[src/rtl/dest_reg_pipe.sv]
// Destination-register select and EX/MEM/WB shadow pipeline with per-stage RAW match flags.
// Optional: define DEST_PIPE_LINK_EN to add link_req, which forces a write of the all-ones register.
module dest_reg_pipe #(
  parameter int ADDR_W  = 5,
  parameter int NUM_SRC = 2,
  parameter int SEL_W   = 1,
  parameter int DEPTH   = 3
) (
  input  logic                      clk,
  input  logic                      rst_n,
  input  logic [NUM_SRC*ADDR_W-1:0] src_flat,
  input  logic [SEL_W-1:0]          sel,
  input  logic                      in_wen,
  input  logic                      stall,
  input  logic                      flush,
  input  logic [ADDR_W-1:0]         rs_addr,
  input  logic [ADDR_W-1:0]         rt_addr,
`ifdef DEST_PIPE_LINK_EN
  input  logic                      link_req,
`endif
  output logic [DEPTH*ADDR_W-1:0]   stage_addr_flat,
  output logic [DEPTH-1:0]          stage_wen,
  output logic [ADDR_W-1:0]         wb_addr,
  output logic                      wb_wen,
  output logic [DEPTH-1:0]          hazard_rs,
  output logic [DEPTH-1:0]          hazard_rt
);

  logic [ADDR_W-1:0] cap_addr;
  logic              cap_wen;
  logic [ADDR_W-1:0] stage_addr [DEPTH];
  logic [DEPTH-1:0]  stage_wen_q;

  // An out-of-range select matches no candidate, leaving addr 0 and therefore no write.
  always_comb begin
    cap_addr = '0;
    for (int k = 0; k < NUM_SRC; k++) begin
      if (sel == SEL_W'(k)) begin
        cap_addr = src_flat[k*ADDR_W +: ADDR_W];
      end
    end
    cap_wen = in_wen && (cap_addr != '0);
`ifdef DEST_PIPE_LINK_EN
    if (link_req) begin
      cap_addr = '1;
      cap_wen  = 1'b1;
    end
`endif
  end

  // Flush only ever touches stage 0; stall freezes the older stages even during a flush.
  always_ff @(posedge clk or negedge rst_n) begin
    if (!rst_n) begin
      for (int i = 0; i < DEPTH; i++) begin
        stage_addr[i] <= '0;
      end
      stage_wen_q <= '0;
    end else begin
      if (flush) begin
        stage_addr[0]  <= '0;
        stage_wen_q[0] <= 1'b0;
      end else if (!stall) begin
        stage_addr[0]  <= cap_addr;
        stage_wen_q[0] <= cap_wen;
      end
      if (!stall) begin
        for (int i = 1; i < DEPTH; i++) begin
          stage_addr[i]  <= stage_addr[i-1];
          stage_wen_q[i] <= stage_wen_q[i-1];
        end
      end
    end
  end

  genvar g;
  generate
    for (g = 0; g < DEPTH; g++) begin : g_stage
      assign stage_addr_flat[g*ADDR_W +: ADDR_W] = stage_addr[g];
      assign hazard_rs[g] = stage_wen_q[g] && (stage_addr[g] == rs_addr) && (rs_addr != '0);
      assign hazard_rt[g] = stage_wen_q[g] && (stage_addr[g] == rt_addr) && (rt_addr != '0);
    end
  endgenerate

  assign stage_wen = stage_wen_q;
  assign wb_addr   = stage_addr[DEPTH-1];
  assign wb_wen    = stage_wen_q[DEPTH-1];

endmodule

[config.mk]
export PLATFORM = sky130hd
export DESIGN_NAME = dest_reg_pipe
export DESIGN_NICKNAME = d
export VERILOG_FILES = /design/src/rtl/dest_reg_pipe.sv
export SDC_FILE = /design/constraint.sdc
export NUM_CORES = 1
export LEC_CHECK = 0
export CAP_MARGIN = 5
export CORE_UTILIZATION = 44
export CTS_CLUSTER_DIAMETER = 60
export DETAILED_ROUTE_END_ITERATION = 10
export GPL_ROUTABILITY_DRIVEN = 0
export PLACE_DENSITY_LB_ADDON = 0.05
export SYNTH_ARGS = -nofsm -noshare
export SYNTH_HDL_FRONTEND = slang
export SYNTH_SLANG_ARGS = --single-unit
export TNS_END_PERCENT = 30
[constraint.sdc]
create_clock -name clk -period 1.6 [get_ports clk]
set_input_delay 0.24 -clock clk [delete_from_list [all_inputs] [get_ports clk]]
set_output_delay 0.24 -clock clk [all_outputs]
set_load 0.1 [all_outputs]
==> results of run 1 <==
-- kinds of logic after synthesis --
kind of cell | synth area share [%]
XOR/XNOR | 22.0
AND/OR/NAND/NOR | 13.4
multiplexers | 20.2
flip-flops | 37.7
buffers and inverters | 5.44
AO/OA/AOI/OAI | 1.26
-- Yosys cell counts --
library cell | number | area [um2]
nor4_1 | 7 | 43.8
mux2i_1 | 5 | 50.1
xor2_1 | 12 | 105
nor3b_1 | 1 | 7.51
nor2_1 | 7 | 26.3
nand4_1 | 6 | 37.5
mux2_2 | 17 | 191
nor4b_1 | 1 | 8.76
nor3_1 | 1 | 5.00
o22ai_1 | 1 | 6.26
a31o_2 | 1 | 8.76
dfrtp_1 | 18 | 450
buf_2 | 1 | 5.00
nand2_1 | 1 | 3.75
or4_1 | 2 | 15.0
buf_4 | 8 | 60.1
xnor2_1 | 18 | 158
nor2_2 | 2 | 12.5
-- through the flow --
step	hold slack, ns	util, %	cell area (um2)	TNS, ns
after floorplan	-0.0556	-	1340	-4.09
after global placement	0.593	94.8	2390	-2.12
after detailed placement	0.592	94.8	2390	-2.43
==> flow_summary.ini, run 1 <==
[floorplan]
placementRows = 18
die_y_um = 54.1
initial_utilization_pct = 47.4
die_width_um = 54.1
pin_count = 56

[logic_synthesis]
ys_seq_area_share_pct = 37.7
synth_nets = 135
synthCells = 109
yosys.cell_types.count = 18
yosysWarnings = 0
synth.avg_cell_area_um2 = 11.0
ys_seq_elements = 18
syn_area_mm2 = 0.00119

[clocking]
postCtsSetupRepairBufs = 0
cts_buffer_depth = 2
cts.sinks = 18
h-tree-depth = 1
cts_resized = 13
numCtsBuffers = 3
cts_root_buf = clkbuf_4
ctsHoldBuffers = 0

[placed_design]
io_buffers = 55
place_ws_ns = -0.436
hpwl_um = 3440
dp_cells = 214

[outcome]
error_line = [ERROR DPL-0033] detailed placement checks failed during check placement.
haltStage = clock tree synthesis
status = stopped before the end
==> run 2, diff against run 1 <==
- CORE_AREA: default -> 2 2 63 65
- CORE_UTILIZATION: 44 -> default
- CTS_CLUSTER_DIAMETER: 60 -> default
- DIE_AREA: default -> 0 0 65 67
- PLACE_DENSITY_LB_ADDON: 0.05 -> 0.15
==> flow_summary.ini, run 2 <==
[setup_path]
crit_cells = 4
startpoint_type = flip-flop
cp.arrival_ns = 1.66
crit_buf_inv = 1
slowest_delay_ns = 0.50
crit_slowest_cell = dfrtp_4
critPathRequiredTime_ns = 1.36
worstSetupPathType = reg2out
crit_chain = xnor2_1, nand4_1, nor4_4, buf_12
critical_path.max_fanout = 3
crit_family = flip-flops
cp-end-kind = primary output
ff2ff_path_depth = 2

[clocking]
h-tree-depth = 1
numCtsBuffers = 3
cts_root_buf = clkbuf_8
clkTransAtPathRegs_ns = 0.07
postCtsSetupRepairBufs = 0
cts_tree = built
cts.sinks = 18
clock_latency_ns = 0.25
cts_buffer_depth = 2

[routing]
routed_wl_um = 3590
drc = 0
drt-vias-per-instance = 4.76
drt_iter0_drc = 13
vias = 1128
routedWlPerCell_um = 15.1
ant_nets = 0
drtPass1Iterations = 4

[floorplan]
die-area_mm2 = 0.00436
pin_count = 56
initial_utilization_pct = 33.1
placementRows = 22
die_y_um = 67
die_width_um = 65
core_area_mm2 = 0.00361

[layout]
layout_common_cells = buf_12, buf_4, mux2_2, clkdlybuf4s50_1
final_common_cell = buf_12
largest_register_ffs = 10
nets = 216
fin_area_mm2 = 0.00255
drive_above_1_share_pct = 61.9
antenna_cells = 0
areaGrowthSynthToFinish_pct = 114

[logic_synthesis]
synth_area_leaders = dfrtp_1, mux2_2, xnor2_1
synth.avg_cell_area_um2 = 11.0
synth_nets = 135
yosysTopAreaCellShare_pct = 37.7
synth-edff-count = 0
yosys.cell_types.count = 18
synthTopCellsByCount = dfrtp_1, xnor2_1, mux2_2
ys_async_sr_fraction_pct = 100
ys_seq_elements = 18
syn_area_mm2 = 0.00119
ys_seq_area_share_pct = 37.7
synth-main-ff-cell = dfrtp_1
yosysTopAreaCell = dfrtp_1
synthCells = 109
yosysWarnings = 0

[grt]
grt_max_degree = 20
grt_pass1_vias = 1217
antenna_found_initial = 0
grt_pass1_wl_um = 5840
grt.overflow.total = 0
grt_usage_pct = 17.9

[power_and_ir_drop]
peakVddDrop_v = 0.000429
leakagePower_nw = 1.05
p_per_area_mw_per_mm2 = 820
finalPower_mw = 2.09

[timing]
max_freq_ghz = 0.528
fin_ws_ns = -0.295
hold_viol = 0
rsz0062_at_grt = true
relSlewSlack_pct = 79.8
slew_viol_final = 0
clock_skew_ns = 0.00350
setup_violations = 6
worst_slew_pin_slew_ns = 0.299
period_share_pct = 118
min_period_ns = 1.90

[worst_hold_path]
min_path_type = in2async

[placed_design]
io_buffers = 55
dpl-instance-area_mm2 = 0.00242
hpwl_um = 3010
place_ws_ns = -0.413

[outcome]
status = finished with violations
violations = setup timing

[flow_run]
cap_violations = 0
## run 2: worst paths after layout
| check | startpoint | endpoint | slack [ns] |
|---|---|---|---|
| max | stage_addr_flat[8] | hazard_rt[1] | -0.30 |
| min in group clk | in_wen | stage_wen[0] | 0.61 |
| min | rst_n | wb_addr[2] | 0.33 |
| max reg2reg | wb_addr[4] | wb_addr[4] | 0.55 |
| min reg2reg | stage_addr_flat[5] | stage_addr_flat[5] | 0.62 |
| max in group asynchronous | rst_n | stage_addr_flat[5] | 1.05 |
## run 2: cell families after synthesis
group	after synthesis	synth area share, %
compound gates	2	1.26
xor+xnor	30	22.0
buf+inv	9	5.44
flops	18	37.7
mux	22	20.2
simple gates	28	13.4
## run 2: worst reg2reg max path, cell delays in order, from the launching register on
cell	delay, ns
dfrtp_4	0.51
buf_4	0.17
mux2_2	0.26
## run 2: power by group
group          total, mW  switching (mW)  internal [mW]
combinational       1.14           0.671          0.467
clock              0.371           0.153          0.219
sequential         0.583          0.0668          0.516
total               2.09           0.890           1.20
## run 2: area by class of cell
cell class | instances | area, um2
Timing Repair Buffer | 85 | 1090
Fill cell | 262 | 1050
Sequential cell | 18 | 503
Clock buffer | 4 | 55.1
Tap cell | 48 | 60.1
Multi-Input combinational cell | 82 | 840
## run 2: timing repair
| action | in CTS | in global routing |
|---|---|---|
| cloned | 0 | 0 |
| setup endpoints to repair | 6 | 6 |
| hold buffers | 0 | 0 |
| gates resized for setup | 21 | 4 |
| pin swaps | 8 | 5 |
## run 2: through the flow
stage | cells | TNS, ns | hold WS [ns] | util [%]
final | 237 | -1.51 | 0.326 | 70.8
after global routing | 237 | -1.96 | 0.359 | 70.8
after CTS | 237 | -1.73 | 0.341 | 70.1
after detailed placement | 233 | -2.39 | 0.603 | 67.1
after global placement | 233 | -2.17 | 0.597 | 67.1
after floorplan | 109 | -4.09 | -0.0556 | -
## run 2: metal layers
metal  global-route usage [%]  share of wire, %  up-vias
met5                        0                 0        -
met1                     20.0                38      533
met4                     6.38               1.8        0
li1                         -                 -      543
met3                     3.38               5.8        7
met2                     33.8                55       45
Note: power is estimated with default switching activity, not from simulation.
==> run 3, diff against run 2 <==
- TNS_END_PERCENT: 30 -> default
==> flow_summary.ini, run 3 (synthesis results as in run 2) <==
[outcome]
status = finished with violations
violations = setup timing

[placed_design]
io_buffers = 55
dpl-instance-area_mm2 = 0.00242
place_ws_ns = -0.416
hpwl_um = 2970

[floorplan]
core_area_mm2 = 0.00361
placementRows = 22
initial_utilization_pct = 33.1
die_y_um = 67
pin_count = 56
die_width_um = 65
die-area_mm2 = 0.00436

[setup_path]
cp.arrival_ns = 1.66
worstSetupPathType = reg2out
cp-end-kind = primary output
timing.rr.start = wb_addr[3]
critical_path.max_fanout = 3
startpoint_type = flip-flop
critPathRequiredTime_ns = 1.36
critPathLaunch = stage_addr_flat[3]

[power_and_ir_drop]
p_switching_mw = 0.910
leakagePower_nw = 1.09
finalPower_mw = 2.13
power.share.sequential_pct = 27.7
p_per_area_mw_per_mm2 = 815
clockPowerShare_pct = 17.6
internal_power_mw = 1.22
combPwrFrac_pct = 54.7
peakVddDrop_v = 0.000400
switching_share_pct = 42.7

[grt]
grt_max_degree = 20
antenna_found_initial = 0
grt_pass1_vias = 1275
grt_pass1_wl_um = 6170
grt_usage_pct = 19.0
grt.overflow.total = 0

[layout]
layout_common_cells = buf_12, buf_4, mux2_2, xnor2_2, clkdlybuf4s50_1
final_common_cell = buf_12
drive_above_1_share_pct = 67.2
fin_area_mm2 = 0.00262
final_core_util_pct = 72.6
nets = 216
antenna_cells = 0
areaGrowthSynthToFinish_pct = 119
largest_register_ffs = 10

[timing]
max_freq_ghz = 0.528
hold_viol = 0
fin_ws_ns = -0.295
clock_skew_ns = 0.00270
slew_viol_final = 0
min_period_ns = 1.90
relSlewSlack_pct = 73.9
period_share_pct = 118
tns_ns = -1.46
worst_slew_pin_slew_ns = 0.386
setup_violations = 6
rsz0062_at_grt = true

[routing]
routedWlPerCell_um = 15.9
vias = 1147
drt_iter0_drc = 42
ant_nets = 0
drc = 0
drt-vias-per-instance = 4.84
drtPass1Iterations = 4
routed_wl_um = 3770

[clocking]
cts.sinks = 18
cts_tree = built
clock_latency_ns = 0.25
cts_buffer_depth = 2
ctsHoldBuffers = 0
numCtsBuffers = 3
clkTransAtPathRegs_ns = 0.07
cts_root_buf = clkbuf_8
h-tree-depth = 1

[worst_hold_path]
min_path_type = in2async

[flow_run]
cap_violations = 0
## run 3: through the flow
stage / hold WS (ns) / std cells
6_report: 0.319 / 237
5_1_grt: 0.349 / 237
4_1_cts: 0.325 / 237
3_5_place_dp: 0.591 / 233
3_3_place_gp: 0.597 / 233
2_1_floorplan: -0.0556 / 109
## run 3: power groups by stage
stage	logic, mW	clock network, mW	registers [mW]
after CTS	1.16	0.384	0.587
after global routing	1.20	0.402	0.599
after global placement	1.11	0	0.586
after floorplan	0.356	0	0.884
after detailed placement	1.13	0	0.588
final	1.17	0.375	0.591
## run 3: timing repair
action | in CTS | in global routing
setup endpoints to repair | 6 | 6
hold endpoints to repair | 0 | 0
pin swaps | 8 | 5
buffers inserted | 0 | 0
resized for setup | 28 | 8
## run 3: layout make-up
type	count	area (um2)
clock buffer	4	55.1
sequential	18	503
fill	243	990
timing repair buffer	85	1090
multi-input combinational	82	907
tap	48	60.1
## run 3: layer usage
layer	global-route usage, %	wire length [um]
met5	0	0
met4	6.65	46
met3	3.38	176
met2	36.7	2050
met1	20.7	1500
## run 3: worst paths after layout
check	slack (ns)	to	cells after the start
max	-0.30	hazard_rt[0]	4
min	0.32	stage_wen[2]	2
max reg2reg	0.55	wb_addr[3]	2
min reg2reg	0.63	wb_addr[1]	1
max in group asynchronous	1.06	stage_addr_flat[8]	2
min in group clk	0.61	stage_wen[0]	2
## run 3: worst max-delay path, cell delays in order, from the launching register on
cell and delay [ns]:
dfrtp_4 0.50, xnor2_2 0.14, nand4_1 0.20, nor4_4 0.34, buf_12 0.21
==> run 4, diff against run 3 <==
- clock period: 1.6 -> 2.23 ns (I/O delays scaled with it)
==> flow_summary.ini, run 4 (synthesis results as in run 2) <==
[outcome]
status = finished clean

[placed_design]
place_ws_ns = 0.0126
io_buffers = 55
dp_cells = 212
hpwl_um = 2590
dpl-instance-area_mm2 = 0.00195

[layout]
antenna_cells = 0
final_common_cell = buf_4
largest_register_ffs = 10
nets = 195
final_cells = 216
areaGrowthSynthToFinish_pct = 69.1
drive_above_1_share_pct = 51.8
layout_common_cells = buf_4, clkdlybuf4s50_1, xnor2_1, mux2_2
fill_cells = 317
fin_area_mm2 = 0.00202

[power_and_ir_drop]
leakagePower_nw = 0.830
finalPower_mw = 1.31
peakVddDrop_v = 0.000255
p_per_area_mw_per_mm2 = 646

[setup_path]
startpoint_type = input port
crit_family = buffers and inverters
reg2reg_slack_ns = 1.33
crit_buf_inv = 3
cp-end-kind = primary output
crit_slowest_cell = clkdlybuf4s50_1
slowest_delay_ns = 0.47
crit_chain = clkdlybuf4s50_1, buf_4, xnor2_1, nand4_1, nor4_4, buf_12
worstSetupPathType = in2out
critical_path.max_fanout = 3
cp.arrival_ns = 1.85
critPathRequiredTime_ns = 1.90

[timing]
clock_skew_ns = 0.00119
slew_viol_final = 0
rsz0062_at_grt = false
period_share_pct = 97.8
fin_ws_ns = 0.0481
max_freq_ghz = 0.458
hold_slack_ns = 0.420
min_period_ns = 2.18
relSlewSlack_pct = 78.3
hold_viol = 0
worst_slew_pin_slew_ns = 0.325
setup_violations = 0

[floorplan]
pin_count = 56
core_area_mm2 = 0.00361
die_y_um = 67
placementRows = 22
die_width_um = 65
die-area_mm2 = 0.00436
initial_utilization_pct = 33.1

[clocking]
cts_buffer_depth = 2
cts.sinks = 18
cts_resized = 0
clock_latency_ns = 0.25
cts_root_buf = clkbuf_8
cts_tree = built
h-tree-depth = 1
ctsHoldBuffers = 0
clkTransAtPathRegs_ns = 0.07
postCtsSetupRepairBufs = 0
numCtsBuffers = 3

[grt]
grt_max_degree = 20
grt_pass1_vias = 1111
grt_pass1_wl_um = 5110
grt.overflow.total = 0
grt_usage_pct = 15.8
antenna_found_initial = 0

[routing]
vias = 1035
routed_wl_um = 3170
ant_nets = 0
routedWlPerCell_um = 14.7
drt_iter0_drc = 16
drtPass1Iterations = 3
drc = 0
drt-vias-per-instance = 4.79

[flow_run]
cap_violations = 0

[worst_hold_path]
min_path_type = in2async
==> run 4: changes by cell type in the layout (fill, tap and decap cells not counted), sizes merged <==
cell | previous run | this run
buf | 60 | 39
dlymetal6s2s | 1 | 4
dlygate4sd2 | 8 | 0
clkbuf | 5 | 4
clkdlybuf4s50 | 15 | 21
==> run 4: cell type report <==
class / instances / area [um2] / share of cell area (%)
Sequential cell: 18 / 503 / 24.9
Clock buffer: 4 / 55.1 / 2.72
Tap cell: 48 / 60.1 / 2.97
Timing Repair Buffer: 64 / 628 / 31.1
Multi-Input combinational cell: 82 / 774 / 38.3
==> run 4: power by group <==
| part | switching [mW] | internal (mW) |
|---|---|---|
| clock | 0.109 | 0.157 |
| sequential | 0.0498 | 0.371 |
| combinational | 0.435 | 0.184 |
| total | 0.594 | 0.711 |
==> run 4: stage by stage <==
stage	util, %	setup TNS [ns]
finish	56.0	0
global route	56.0	0
CTS	55.6	0
detailed placement	54.1	0
global placement	54.1	0
floorplan	-	-0.865
==> run 4: path summary, 6_finish.rpt <==
check | cells after the start | endpoint | start
setup / recovery | 6 | hazard_rs[0] | rs_addr[4]
hold reg to reg | 1 | stage_wen[1] | stage_wen[1]
max in group asynchronous | 2 | wb_addr[0] | rst_n
hold / removal | 2 | wb_addr[2] | rst_n
min in group clk | 1 | stage_wen[1] | stage_wen[1]
setup reg to reg | 1 | stage_addr_flat[7] | stage_addr_flat[2]
==> run 4: layer usage <==
layer	vias to the layer above	routed length (um)	track usage (%)
li1	503	-	-
met1	487	1330	18.2
met2	41	1610	29.1
met3	4	188	2.36
met4	0	42	6.38
met5	-	0	0
